**src/rtl/dmfb_train_move_sequencer.sv**
```systemverilog
// dmfb_train_move_sequencer
// Moves a train of TRAIN_LEN electrodes one position at a time from a start
// head position to a destination.  Each step actuates the train for HOLD_CYC
// cycles, then leaves it idle for GAP_CYC cycles, then advances the head.
// Final head positions are stored per droplet so that a later move can start
// from where the droplet was left.

module dmfb_train_move_sequencer #(
    parameter  int ADDR_W    = 4,
    parameter  int TRAIN_LEN = 4,
    parameter  int NUM_DROP  = 2,
    parameter  int HOLD_CYC  = 1000,
    parameter  int GAP_CYC   = 100,
    localparam int DROP_W    = (NUM_DROP > 1) ? $clog2(NUM_DROP) : 1
) (
    input  logic                          clock,
    input  logic                          reset,
    input  logic                          enable,
    input  logic                          start,
    input  logic [DROP_W-1:0]             drop_sel,
    input  logic                          use_stored,
    input  logic [ADDR_W-1:0]             src,
    input  logic [ADDR_W-1:0]             dest,
    output logic                          act,
    output logic [TRAIN_LEN*ADDR_W-1:0]   addr,
    output logic [TRAIN_LEN-1:0]          addr_vld,
    output logic                          busy,
    output logic                          reach_dest,
    output logic                          err,
    output logic [ADDR_W:0]               step_cnt
);

    // Timer only ever counts one phase at a time, so it is sized for the longer one.
    localparam int TMR_MAX = (HOLD_CYC > GAP_CYC) ? HOLD_CYC : GAP_CYC;
    localparam int TMR_W   = (TMR_MAX > 1) ? $clog2(TMR_MAX) : 1;
    localparam int ADDR_MAX = (1 << ADDR_W) - 1;

    localparam logic [TMR_W-1:0]  HOLD_LAST  = TMR_W'(HOLD_CYC - 1);
    localparam logic [TMR_W-1:0]  GAP_LAST   = TMR_W'(GAP_CYC - 1);
    // One bit wider than drop_sel so the limit itself is representable.
    localparam logic [DROP_W:0]   DROP_LIMIT = (DROP_W + 1)'(NUM_DROP);

    typedef enum logic [2:0] {
        S_IDLE,
        S_LOAD,
        S_ACT,
        S_GAP,
        S_STEP,
        S_DONE
    } state_e;

    state_e              state_q, state_d;
    logic [TMR_W-1:0]    timer_q, timer_d;
    logic [ADDR_W-1:0]   head_q, head_d;
    logic                dir_q, dir_d;
    logic [ADDR_W-1:0]   dest_q, dest_d;
    logic [ADDR_W-1:0]   src_q, src_d;
    logic [DROP_W-1:0]   sel_q, sel_d;
    logic                use_stored_q, use_stored_d;
    logic [ADDR_W:0]     step_cnt_q, step_cnt_d;
    logic                act_q, act_d;
    logic                busy_q, busy_d;
    logic                reach_q, reach_d;
    logic                err_q, err_d;
    logic [ADDR_W-1:0]   pos_q [NUM_DROP];
    logic [ADDR_W-1:0]   pos_d [NUM_DROP];

    logic [ADDR_W-1:0]   load_head;
    logic [ADDR_W-1:0]   step_head;
    logic                sel_bad;

    // Next-state, datapath and registered-output decode.
    // NOTE: every signal written here gets a default first, so no path leaves
    // a value unassigned and no latch can be inferred.
    always_comb begin
        state_d      = state_q;
        timer_d      = timer_q;
        head_d       = head_q;
        dir_d        = dir_q;
        dest_d       = dest_q;
        src_d        = src_q;
        sel_d        = sel_q;
        use_stored_d = use_stored_q;
        step_cnt_d   = step_cnt_q;
        pos_d        = pos_q;
        err_d        = 1'b0;

        sel_bad   = ({1'b0, drop_sel} >= DROP_LIMIT);
        load_head = use_stored_q ? pos_q[sel_q] : src_q;
        step_head = dir_q ? (head_q + 1'b1) : (head_q - 1'b1);

        if (enable) begin
            unique case (state_q)
                S_IDLE: begin
                    if (start) begin
                        if (sel_bad) begin
                            err_d = 1'b1;
                        end else begin
                            // Request is captured here so later input changes cannot leak in.
                            dest_d       = dest;
                            src_d        = src;
                            sel_d        = drop_sel;
                            use_stored_d = use_stored;
                            state_d      = S_LOAD;
                        end
                    end
                end
                S_LOAD: begin
                    head_d     = load_head;
                    dir_d      = (dest_q >= load_head);
                    step_cnt_d = '0;
                    timer_d    = '0;
                    state_d    = (load_head == dest_q) ? S_DONE : S_ACT;
                end
                S_ACT: begin
                    if (timer_q == HOLD_LAST) begin
                        timer_d = '0;
                        state_d = S_GAP;
                    end else begin
                        timer_d = timer_q + 1'b1;
                    end
                end
                S_GAP: begin
                    if (timer_q == GAP_LAST) begin
                        timer_d = '0;
                        state_d = S_STEP;
                    end else begin
                        timer_d = timer_q + 1'b1;
                    end
                end
                S_STEP: begin
                    head_d     = step_head;
                    step_cnt_d = step_cnt_q + 1'b1;
                    timer_d    = '0;
                    state_d    = (step_head == dest_q) ? S_DONE : S_ACT;
                end
                S_DONE: begin
                    pos_d[sel_q] = head_q;
                    state_d      = S_IDLE;
                end
                default: begin
                    state_d = S_IDLE;
                end
            endcase
        end

        // Outputs are decoded from the next state and registered, so they
        // change only on a clock edge and never glitch.
        act_d   = (state_d == S_ACT);
        busy_d  = (state_d inside {S_LOAD, S_ACT, S_GAP, S_STEP});
        reach_d = (state_d == S_DONE) && (state_q != S_DONE);
    end

    // State, datapath and output registers with asynchronous reset.
    // NOTE: sequential state uses non-blocking assignments so every flop
    // samples the pre-edge value of every other flop.
    always_ff @(posedge clock or posedge reset) begin
        if (reset) begin
            state_q      <= S_IDLE;
            timer_q      <= '0;
            head_q       <= '0;
            dir_q        <= 1'b0;
            dest_q       <= '0;
            src_q        <= '0;
            sel_q        <= '0;
            use_stored_q <= 1'b0;
            step_cnt_q   <= '0;
            act_q        <= 1'b0;
            busy_q       <= 1'b0;
            reach_q      <= 1'b0;
            err_q        <= 1'b0;
            // NOTE: the position table is small and must read 0 after reset,
            // so it is built from resettable flops rather than a RAM.
            for (int i = 0; i < NUM_DROP; i++) begin
                pos_q[i] <= '0;
            end
        end else begin
            state_q      <= state_d;
            timer_q      <= timer_d;
            head_q       <= head_d;
            dir_q        <= dir_d;
            dest_q       <= dest_d;
            src_q        <= src_d;
            sel_q        <= sel_d;
            use_stored_q <= use_stored_d;
            step_cnt_q   <= step_cnt_d;
            act_q        <= act_d;
            busy_q       <= busy_d;
            reach_q      <= reach_d;
            err_q        <= err_d;
            pos_q        <= pos_d;
        end
    end

    // Train addresses trail the head; slots that fall off either end of the
    // electrode array read as invalid/zero instead of wrapping.
    always_comb begin
        int   slot;
        logic show;
        addr     = '0;
        addr_vld = '0;
        slot     = 0;
        show     = (state_q inside {S_ACT, S_GAP, S_STEP, S_DONE});
        for (int k = 0; k < TRAIN_LEN; k++) begin
            // Computed in a wide signed domain so an out-of-range slot is
            // detected rather than folded back into the array.
            slot = dir_q ? (int'(head_q) - k) : (int'(head_q) + k);
            if (show && (slot >= 0) && (slot <= ADDR_MAX)) begin
                addr[k*ADDR_W +: ADDR_W] = ADDR_W'(slot);
                addr_vld[k]              = 1'b1;
            end
        end
    end

    assign act        = act_q;
    assign busy       = busy_q;
    assign reach_dest = reach_q;
    assign err        = err_q;
    assign step_cnt   = step_cnt_q;

endmodule

```
**config.mk**
```make
export PLATFORM = sky130hd
export DESIGN_NAME = dmfb_train_move_sequencer
export DESIGN_NICKNAME = d
export VERILOG_FILES = /design/src/rtl/dmfb_train_move_sequencer.sv
export SDC_FILE = /design/constraint.sdc
export NUM_CORES = 1
export LEC_CHECK = 0
export CAP_MARGIN = 20
export CORE_MARGIN = 5
export CORE_UTILIZATION = 30
export DETAILED_ROUTE_END_ITERATION = 7
export PLACE_DENSITY = 0.57
export SLEW_MARGIN = 15
export SYNTH_ARGS = -nofsm -noshare
export SYNTH_HDL_FRONTEND = slang
export SYNTH_SLANG_ARGS = --single-unit
```
**constraint.sdc**
```tcl
create_clock -name clock -period 2.5 [get_ports clock]
set_input_delay 0.5 -clock clock [delete_from_list [all_inputs] [get_ports clock]]
set_output_delay 0.5 -clock clock [all_outputs]
set_load 0.03 [all_outputs]
```
==> impl_metrics.ini, run 1 <==
[floorplanning]
ios = 43
row_count = 35
die_h_um = 107
placeableCoreArea_sq_mm = 0.00920
die-area_sq_mm = 0.0114
start_util = 0.305
fp.dieW_um = 107

[layout]
syn_to_final_growth_pct = 25.4
n_antenna_cell = 0
final_core_util = 0.383
nFillCells = 917
layout.nets = 379
fin_area_sq_mm = 0.00352
drive_above_1_share = 0.209
instances_no_fill = 461

[grt]
antenna_found_initial = 0
grt_overflow = 0
track_usage = 0.114
grt_max_degree = 45
grt_first_pass_wirelength_mm = 10.6
grt_pass1_vias = 2205

[timing]
fin_skew_ps = 6.71
slew_headroom = 0.629
post-route-min-period_ps = 2350
maxSlewViolCount = 0
setup_tns_ps = 0
setup_slack_ps = 154
setup_viol = 0
grt_setup_unrepaired = no
fmax_mhz = 426
worst_pin_slew_ps = 557
finalHoldViolCount = 0
post-route-period-util = 0.938

[clock_network]
htreeDepth = 2
cts_buffers = 5
hold_buffers = 0
clkTransAtPathRegs_ps = 80
clk_latency_ps = 290
tritoncts = yes
cts-root-buf = clkbuf_8
cts.path.max_buffers = 2
cts.sink_count = 44

[run]
maxCapViolCount = 0

[logic_synthesis]
syn-instance-count = 295
syn_area_sq_mm = 0.00281
synth-seq-cells = 44
synth_cell_type_count = 53
syn_avg_cell_area_sq_um = 9.52
async_flop_share = 1.00
ys_seq_area_frac = 0.392
synth_edf_count = 0
synthFlopType = dfrtp_1
yosysWarnings = 0
syn_nets = 325

[placed_design]
gp_congestion = 0.839
place_inst = 452
dpl.hpwl_mm = 4.94
dpl_worst_slack_ps = 117
portBuffers = 41
dpl_cell_area_sq_mm = 0.00340

[drt]
drc = 0
route.met3.wl_um = 275
num_vias = 2234
wl_per_cell_um = 13.9
dr.pass1.iters = 4
drtIter0Drc = 142
met2_length_mm = 3.03
vias_per_cell = 4.85
ant_nets = 0
wl_met1_mm = 3.00
totalWireLength_mm = 6.39
top_layer_used = met4

[power_and_ir_drop]
ir_drop_uv = 589
p_per_area_mw_per_mm2 = 1330
power_leakage_uw = 0.00161

[worst_setup_path]
cp_data_arrival_time_ps = 1850
startpoint_type = flip-flop
worstPathRequired_ps = 2000
crit_start = state_q[1]
path_max_fanout = 8
critical_path.endpoint_type = output port
path_class = flip-flop to output port
r2r-start = sel_q

[min_path]
hp-class = flip-flop to flip-flop
holdCritStartpoint = pos_q[0]

[status]
status = completed
cells in the mapped netlist (all sizes together), types with 10 or more instances:
master,number,share of area
a21oi,11,0.024
dfrtp,44,0.39
ha,15,0.067
inv,21,0.028
mux2,16,0.064
mux2i,10,0.036
nand2,21,0.028
nor2,38,0.051
o21ai,13,0.023
xnor2,14,0.046
xor2,14,0.044
state kept, by name (all words and copies together) (netlist names):
| signal | cells |
|---|---|
| head_q | 4 |
| pos_q | 8 |
| src_q | 4 |
| reach_dest | 1 |
| busy | 1 |
| sel_q | 1 |
| step_cnt | 5 |
| timer_q | 10 |
| dest_q | 4 |
| act | 1 |
| state_q | 3 |
| dir_q | 1 |
| use_stored_q | 1 |
where the power goes:
group,internal [uW],switching [uW],total [uW]
combinational,1270,1730,3000
sequential,920,240,1160
clock,297,237,534
per-layer routing:
layer | global-route usage | up-vias
met5 | 0 | -
li1 | - | 1113
met2 | 0.188 | 53
met3 | 0.0241 | 6
met4 | 0.0374 | 0
met1 | 0.148 | 1062
kinds of logic after synthesis:
group | Yosys count | synth area share
DFF | 44 | 0.392
buffers and inverters | 35 | 0.0535
xor gates and xnor gates | 28 | 0.0900
AOI/OAI and AO/OA | 43 | 0.111
other | 1 | 0.00134
adders and majority gates | 16 | 0.0739
muxes | 26 | 0.0998
and+or+nand+nor | 102 | 0.179
cells in the final DEF, fill, tap and decap left out, types with 3 or more instances in the layout:
master           count
and2_1               4
ha_1                15
nand3_1              5
nand4_1              7
nand2_1             21
clkbuf_8             5
dlygate4sd2_1        4
inv_1               18
nor2_1              38
a21o_1               4
xnor2_1             13
mux2i_1             10
a21oi_1              9
clkdlybuf4s50_1     22
xor2_1              13
a32oi_1              3
o21ai_0             12
nor3_1               9
mux2_2              14
dfrtp_1             42
buf_4               33
final timing paths:
| kind | endpoint | slack (ps) | depth (start not counted) |
|---|---|---|---|
| setup / recovery | addr_vld[0] | 150 | 4 |
| hold / removal | pos_q[0] | 510 | 2 |
| setup reg to reg | reach_dest | 160 | 11 |
| hold reg to reg | pos_q[0] | 510 | 2 |
| max in group asynchronous | head_q[2] | 1450 | 3 |
| min in group asynchronous | src_q[3] | 640 | 3 |
worst max-delay path, stage by stage, from the launching register on:
cell             delay, ps
dfrtp_1                410
inv_1                  110
nor2_1                  60
or2_2                  350
clkdlybuf4s50_1        620
cell type report:
| cell class | instances | area, sq um | area share |
|---|---|---|---|
| multi-input cells | 216 | 1570 | 0.445 |
| flip-flops and latches | 44 | 1100 | 0.313 |
| repair buffers | 61 | 520 | 0.148 |
| well taps | 111 | 139 | 0.0394 |
| inverters | 21 | 82.6 | 0.0234 |
| clock buffers | 6 | 72.6 | 0.0206 |
| clock inverters | 2 | 35.0 | 0.00995 |
per-stage QoR:
| stage | hold slack (ps) | total power, uW |
|---|---|---|
| 2_1_floorplan | 450 | 3250 |
| 3_5_place_dp | 478 | 4170 |
| 6_report | 509 | 4690 |
| 3_3_place_gp | 478 | 4140 |
| 4_1_cts | 508 | 4680 |
| 5_1_grt | 546 | 5040 |
timing repair:
| action | 4_1_cts | 5_1_grt |
|---|---|---|
| buffers inserted | 0 | 1 |
| pin swaps | 0 | 0 |
| setup endpoints to repair | 5 | 5 |
| gates resized for setup | 5 | 8 |
Power figures use the tool's default switching activity.
==> inputs of run 2 (changes only) <==
CORE_MARGIN = 2   (was 5)
PLACE_DENSITY = 0.55   (was 0.57)
clock period = 2.3 ns   (was 2.5 ns; I/O delays follow)
==> run 2 against run 1 <==
Compared with the run above:
- sequential share of layout area fell by 3.0 points
- core utilization rose by 4.2 points
- non-clock buffer count rose by 31
- critical endpoint is now reach_dest
- sequential cell count did not move
- global-route usage rose by 2.2 points
- count of clock-buffer cells in the layout fell by 1
- total power rose by 24%
- routed wire length rose by 2.9%
- cell count rose by 6.3%
- via count rose by 4.7%
==> impl_metrics.ini, run 2 (synthesis gave the netlist of run 1 again) <==
[status]
status = completed

[run]
maxCapViolCount = 0

[layout]
register_area_sq_mm = 0.00110
n_antenna_cell = 0
multi_input_area_sq_mm = 0.00168
regMostFlops = timer_q
largest_reg_flops = 10
drive_above_1_share = 0.359
final_cell_mix = buf_4 (60), dfrtp_1 (42), nor2_1 (30)
final_common_cell = buf_4
layout.nets = 410
nFillCells = 892
final_core_util = 0.425
syn_to_final_growth_pct = 38.5

[timing]
maxSlewViolCount = 0
fin_skew_ps = 6.90
setup_slack_ps = 58.0
post-route-min-period_ps = 2240
grt_setup_unrepaired = yes
post-route-period-util = 0.975
fmax_mhz = 446
setup_viol = 0
finalHoldViolCount = 0

[drt]
dr.pass1.iters = 4
route.met3.wl_um = 233
wl_met1_mm = 2.97
totalWireLength_mm = 6.58
met2_length_mm = 3.32
top_layer_used = met4
num_vias = 2340
drc = 0
vias_per_cell = 4.78
drtIter0Drc = 94
ant_nets = 0
wl_per_cell_um = 13.4

[clock_network]
hold_buffers = 0
tritoncts = yes
htreeDepth = 2
cts-root-buf = clkbuf_8
cts.path.max_buffers = 2
cts_buffers = 5
clkTransAtPathRegs_ps = 80
clk_latency_ps = 290
cts.sink_count = 44

[worst_setup_path]
critical_path.endpoint_type = flip-flop
path_class = flip-flop to flip-flop
worstPathRequired_ps = 2540
cp_data_arrival_time_ps = 2480
path_max_fanout = 4
startpoint_type = flip-flop

[grt]
track_usage = 0.136
grt_overflow = 0
antenna_found_initial = 0
grt_pass1_vias = 2237
grt_max_degree = 45
grt_first_pass_wirelength_mm = 11.0

[floorplanning]
start_util = 0.307
die_h_um = 101
die-area_sq_mm = 0.0102
row_count = 35
ios = 43
fp.dieW_um = 101
placeableCoreArea_sq_mm = 0.00915

[min_path]
hp-class = flip-flop to flip-flop

[power_and_ir_drop]
power_leakage_uw = 0.00176
total_power_uw = 5790
ir_drop_uv = 709
p_per_area_mw_per_mm2 = 1490

[placed_design]
dpl.hpwl_mm = 4.95
dpl_worst_slack_ps = -54.7
gp_congestion = 0.818
portBuffers = 41
[run 2: changes by cell type in the layout (fill, tap and decap cells not counted), moves of 4 or more]
cell,delta
nor2_1,-8
buf_6,+7
ha_1,-4
ha_2,+4
o21ai_2,+4
nor2_2,+8
buf_4,+27
o21ai_0,-4
[run 2: power breakdown]
part / leakage (uW) / total [uW] / switching (uW) / internal (uW)
Sequential: 0.000569 / 1260 / 263 / 1000
Combinational: 0.00114 / 3970 / 2140 / 1830
Clock: 0.0000501 / 557 / 245 / 312
Total: 0.00176 / 5790 / 2650 / 3140
[run 2: worst paths after layout]
check | from | end | slack, ps | depth (start not counted)
min in group asynchronous | reset | pos_q[7] | 520 | 3
setup reg to reg | dir_q | reach_dest | 60 | 8
setup / recovery | dir_q | reach_dest | 60 | 8
hold reg to reg | pos_q[1] | pos_q[1] | 500 | 2
max in group asynchronous | reset | timer_q[1] | 1570 | 3
hold / removal | pos_q[1] | pos_q[1] | 500 | 2
[run 2: stage by stage]
stage	cell area, sq um	setup TNS [ps]	hold slack [ps]	std cells
floorplan	2820	-81.6	450	295
global placement	3560	-25.5	484	473
detailed placement	3560	-151	479	473
CTS	3720	0	501	484
global route	3890	-281	530	490
finish	3890	0	503	490
[run 2: area by class of cell]
| cell class | instances | area share |
|---|---|---|
| Tap cell | 111 | 0.0357 |
| Timing Repair Buffer | 92 | 0.201 |
| Multi-Input combinational cell | 216 | 0.433 |
| Inverter | 21 | 0.0212 |
| Sequential cell | 44 | 0.284 |
| Clock inverter | 1 | 0.00772 |
| Clock buffer | 5 | 0.0177 |
[run 2: routing by layer]
metal / global-route usage / up-vias
met5: 0 / -
met4: 0.0316 / 0
met3: 0.0236 / 4
met2: 0.226 / 47
met1: 0.184 / 1115
li1: - / 1174
[run 2: timing repair]
action	CTS	global route
resized for setup	13	38
endpoints found under the setup margin	12	13
setup buffers	5	6
pin swaps	1	15
[run 2: worst max-delay path, cell delays in order, from the launching register on]
cell and delay, ps:
dfrtp_1 420, buf_4 150, fa_1 400, xor2_2 220, xor2_1 210, nand3_2 160
o41ai_2 210, mux2_2 260, and3_1 160
==> inputs of run 3 (changes only) <==
CORE_MARGIN = 4   (was 2)
==> run 3 against run 2 <==
Compared with the run above:
- die area up 8.1%
- clock power rose by 5.2%
- first-iteration DRC count decreased by 24%
- setup slack worse by 3.4 ps
- largest cell class unchanged
- highest routed layer unchanged
- combinational power rose by 1%
==> impl_metrics.ini, run 3 (synthesis gave the netlist of run 1 again) <==
[timing]
maxSlewViolCount = 0
worst_pin_slew_ps = 567
post-route-period-util = 0.976
fmax_mhz = 445
setup_viol = 0
fin_skew_ps = 5.01
slew_headroom = 0.622
finalHoldViolCount = 0
post-route-min-period_ps = 2250
grt_setup_unrepaired = yes
hold_slack_ps = 501

[floorplanning]
die_h_um = 105
placeableCoreArea_sq_mm = 0.00920
ios = 43
fp.dieW_um = 105
row_count = 35
die-area_sq_mm = 0.0110
start_util = 0.305

[drt]
wl_per_cell_um = 13.6
num_vias = 2326
totalWireLength_mm = 6.68
drc = 0
vias_per_cell = 4.74
ant_nets = 0
dr.pass1.iters = 5
drtIter0Drc = 71

[layout]
final_common_cell = buf_4
instances_no_fill = 491
nFillCells = 908
largest_reg_flops = 10
layout.nets = 409
final_cell_mix = buf_4 (59), dfrtp_1 (42), nor2_1 (30)
register_area_sq_mm = 0.00110
n_antenna_cell = 0
drive_above_1_share = 0.368
regMostFlops = timer_q
syn_to_final_growth_pct = 38.7
multi_input_area_sq_mm = 0.00170

[grt]
grt_overflow = 0
track_usage = 0.122
antenna_found_initial = 0
grt_pass1_vias = 2326
grt_max_degree = 45
grt_first_pass_wirelength_mm = 11.2

[worst_setup_path]
path_class = flip-flop to flip-flop
crit_path_frequent_cell = a21oi_2
critical_path.endpoint_type = flip-flop
cp_data_arrival_time_ps = 2440
startpoint_type = flip-flop
path_max_fanout = 6
max_stage_delay_ps = 450
worstPathCellList = mux2i_1 -> a21oi_2 -> ha_1 -> nand4_1 -> nand2_1 -> a221oi_2 -> o32ai_4 -> inv_2 -> a21oi_2 -> and3_1
cp_slowest_cell = dfrtp_2
worstPathRequired_ps = 2490

[placed_design]
place_inst = 472
portBuffers = 41
gp_congestion = 0.826
dpl.hpwl_mm = 5.03

[clock_network]
clk_latency_ps = 300
cts.sink_count = 44
cts.path.max_buffers = 2
clkTransAtPathRegs_ps = 80
hold_buffers = 0
htreeDepth = 2
tritoncts = yes
cts-root-buf = clkbuf_8
cts_buffers = 5

[status]
status = completed

[power_and_ir_drop]
total_power_uw = 5870
ir_drop_uv = 615
p_per_area_mw_per_mm2 = 1510
power_leakage_uw = 0.00176

[run]
maxCapViolCount = 0

[min_path]
hp-class = flip-flop to flip-flop
-- run 3: layer usage --
layer | GRT usage | part of all wire
met5 | 0 | 0
met4 | 0.0309 | 0.010
met3 | 0.0284 | 0.035
met2 | 0.199 | 0.48
met1 | 0.165 | 0.48
-- run 3: worst paths after layout --
kind / slack [ps] / depth (start not counted) / to / startpoint
hold / removal: 500 / 2 / pos_q[2] / pos_q[2]
min in group asynchronous: 600 / 3 / src_q[0] / reset
hold reg to reg: 500 / 2 / pos_q[2] / pos_q[2]
setup / recovery: 50 / 10 / reach_dest / sel_q
setup reg to reg: 50 / 10 / reach_dest / sel_q
max in group asynchronous: 1290 / 3 / head_q[2] / reset
-- run 3: repair_timing --
action / 4_1_cts / 5_1_grt
gates cloned: 0 / 0
gates resized for setup: 13 / 45
endpoints found under the setup margin: 15 / 13
pin swaps: 3 / 16
buffers inserted: 6 / 5
-- run 3: power breakdown --
group	leakage [uW]	internal, uW	switching, uW
Combinational	0.00113	1860	2160
Sequential	0.000569	1000	263
Clock	0.0000552	322	264
-- run 3: area by class of cell --
type,count,share of cell area
clock buffers,6,0.0186
clock inverters,2,0.00899
inverters,21,0.0212
multi-input cells,216,0.435
flip-flops and latches,44,0.283
well taps,111,0.0356
repair buffers,91,0.197
-- run 3: metrics by stage --
step	util	setup WS (ps)	instance area, sq um	TNS, ps
after floorplan	-	-81.6	2820	-81.6
after global placement	0.385	0.634	3540	0
after detailed placement	0.385	-32.1	3540	-62.4
after CTS	0.404	1.58	3710	0
after global routing	0.424	-112	3900	-442
final	0.424	54.6	3900	0
-- run 3: worst max-delay path, delay by kind of cell, from the launching register on --
kind | cells | cell delay (ps)
DFF | 1 | 450
buffers and inverters | 1 | 100
AOI/OAI and AO/OA | 4 | 610
adders and majority gates | 1 | 300
muxes | 1 | 270
and+or+nand+nor | 3 | 400
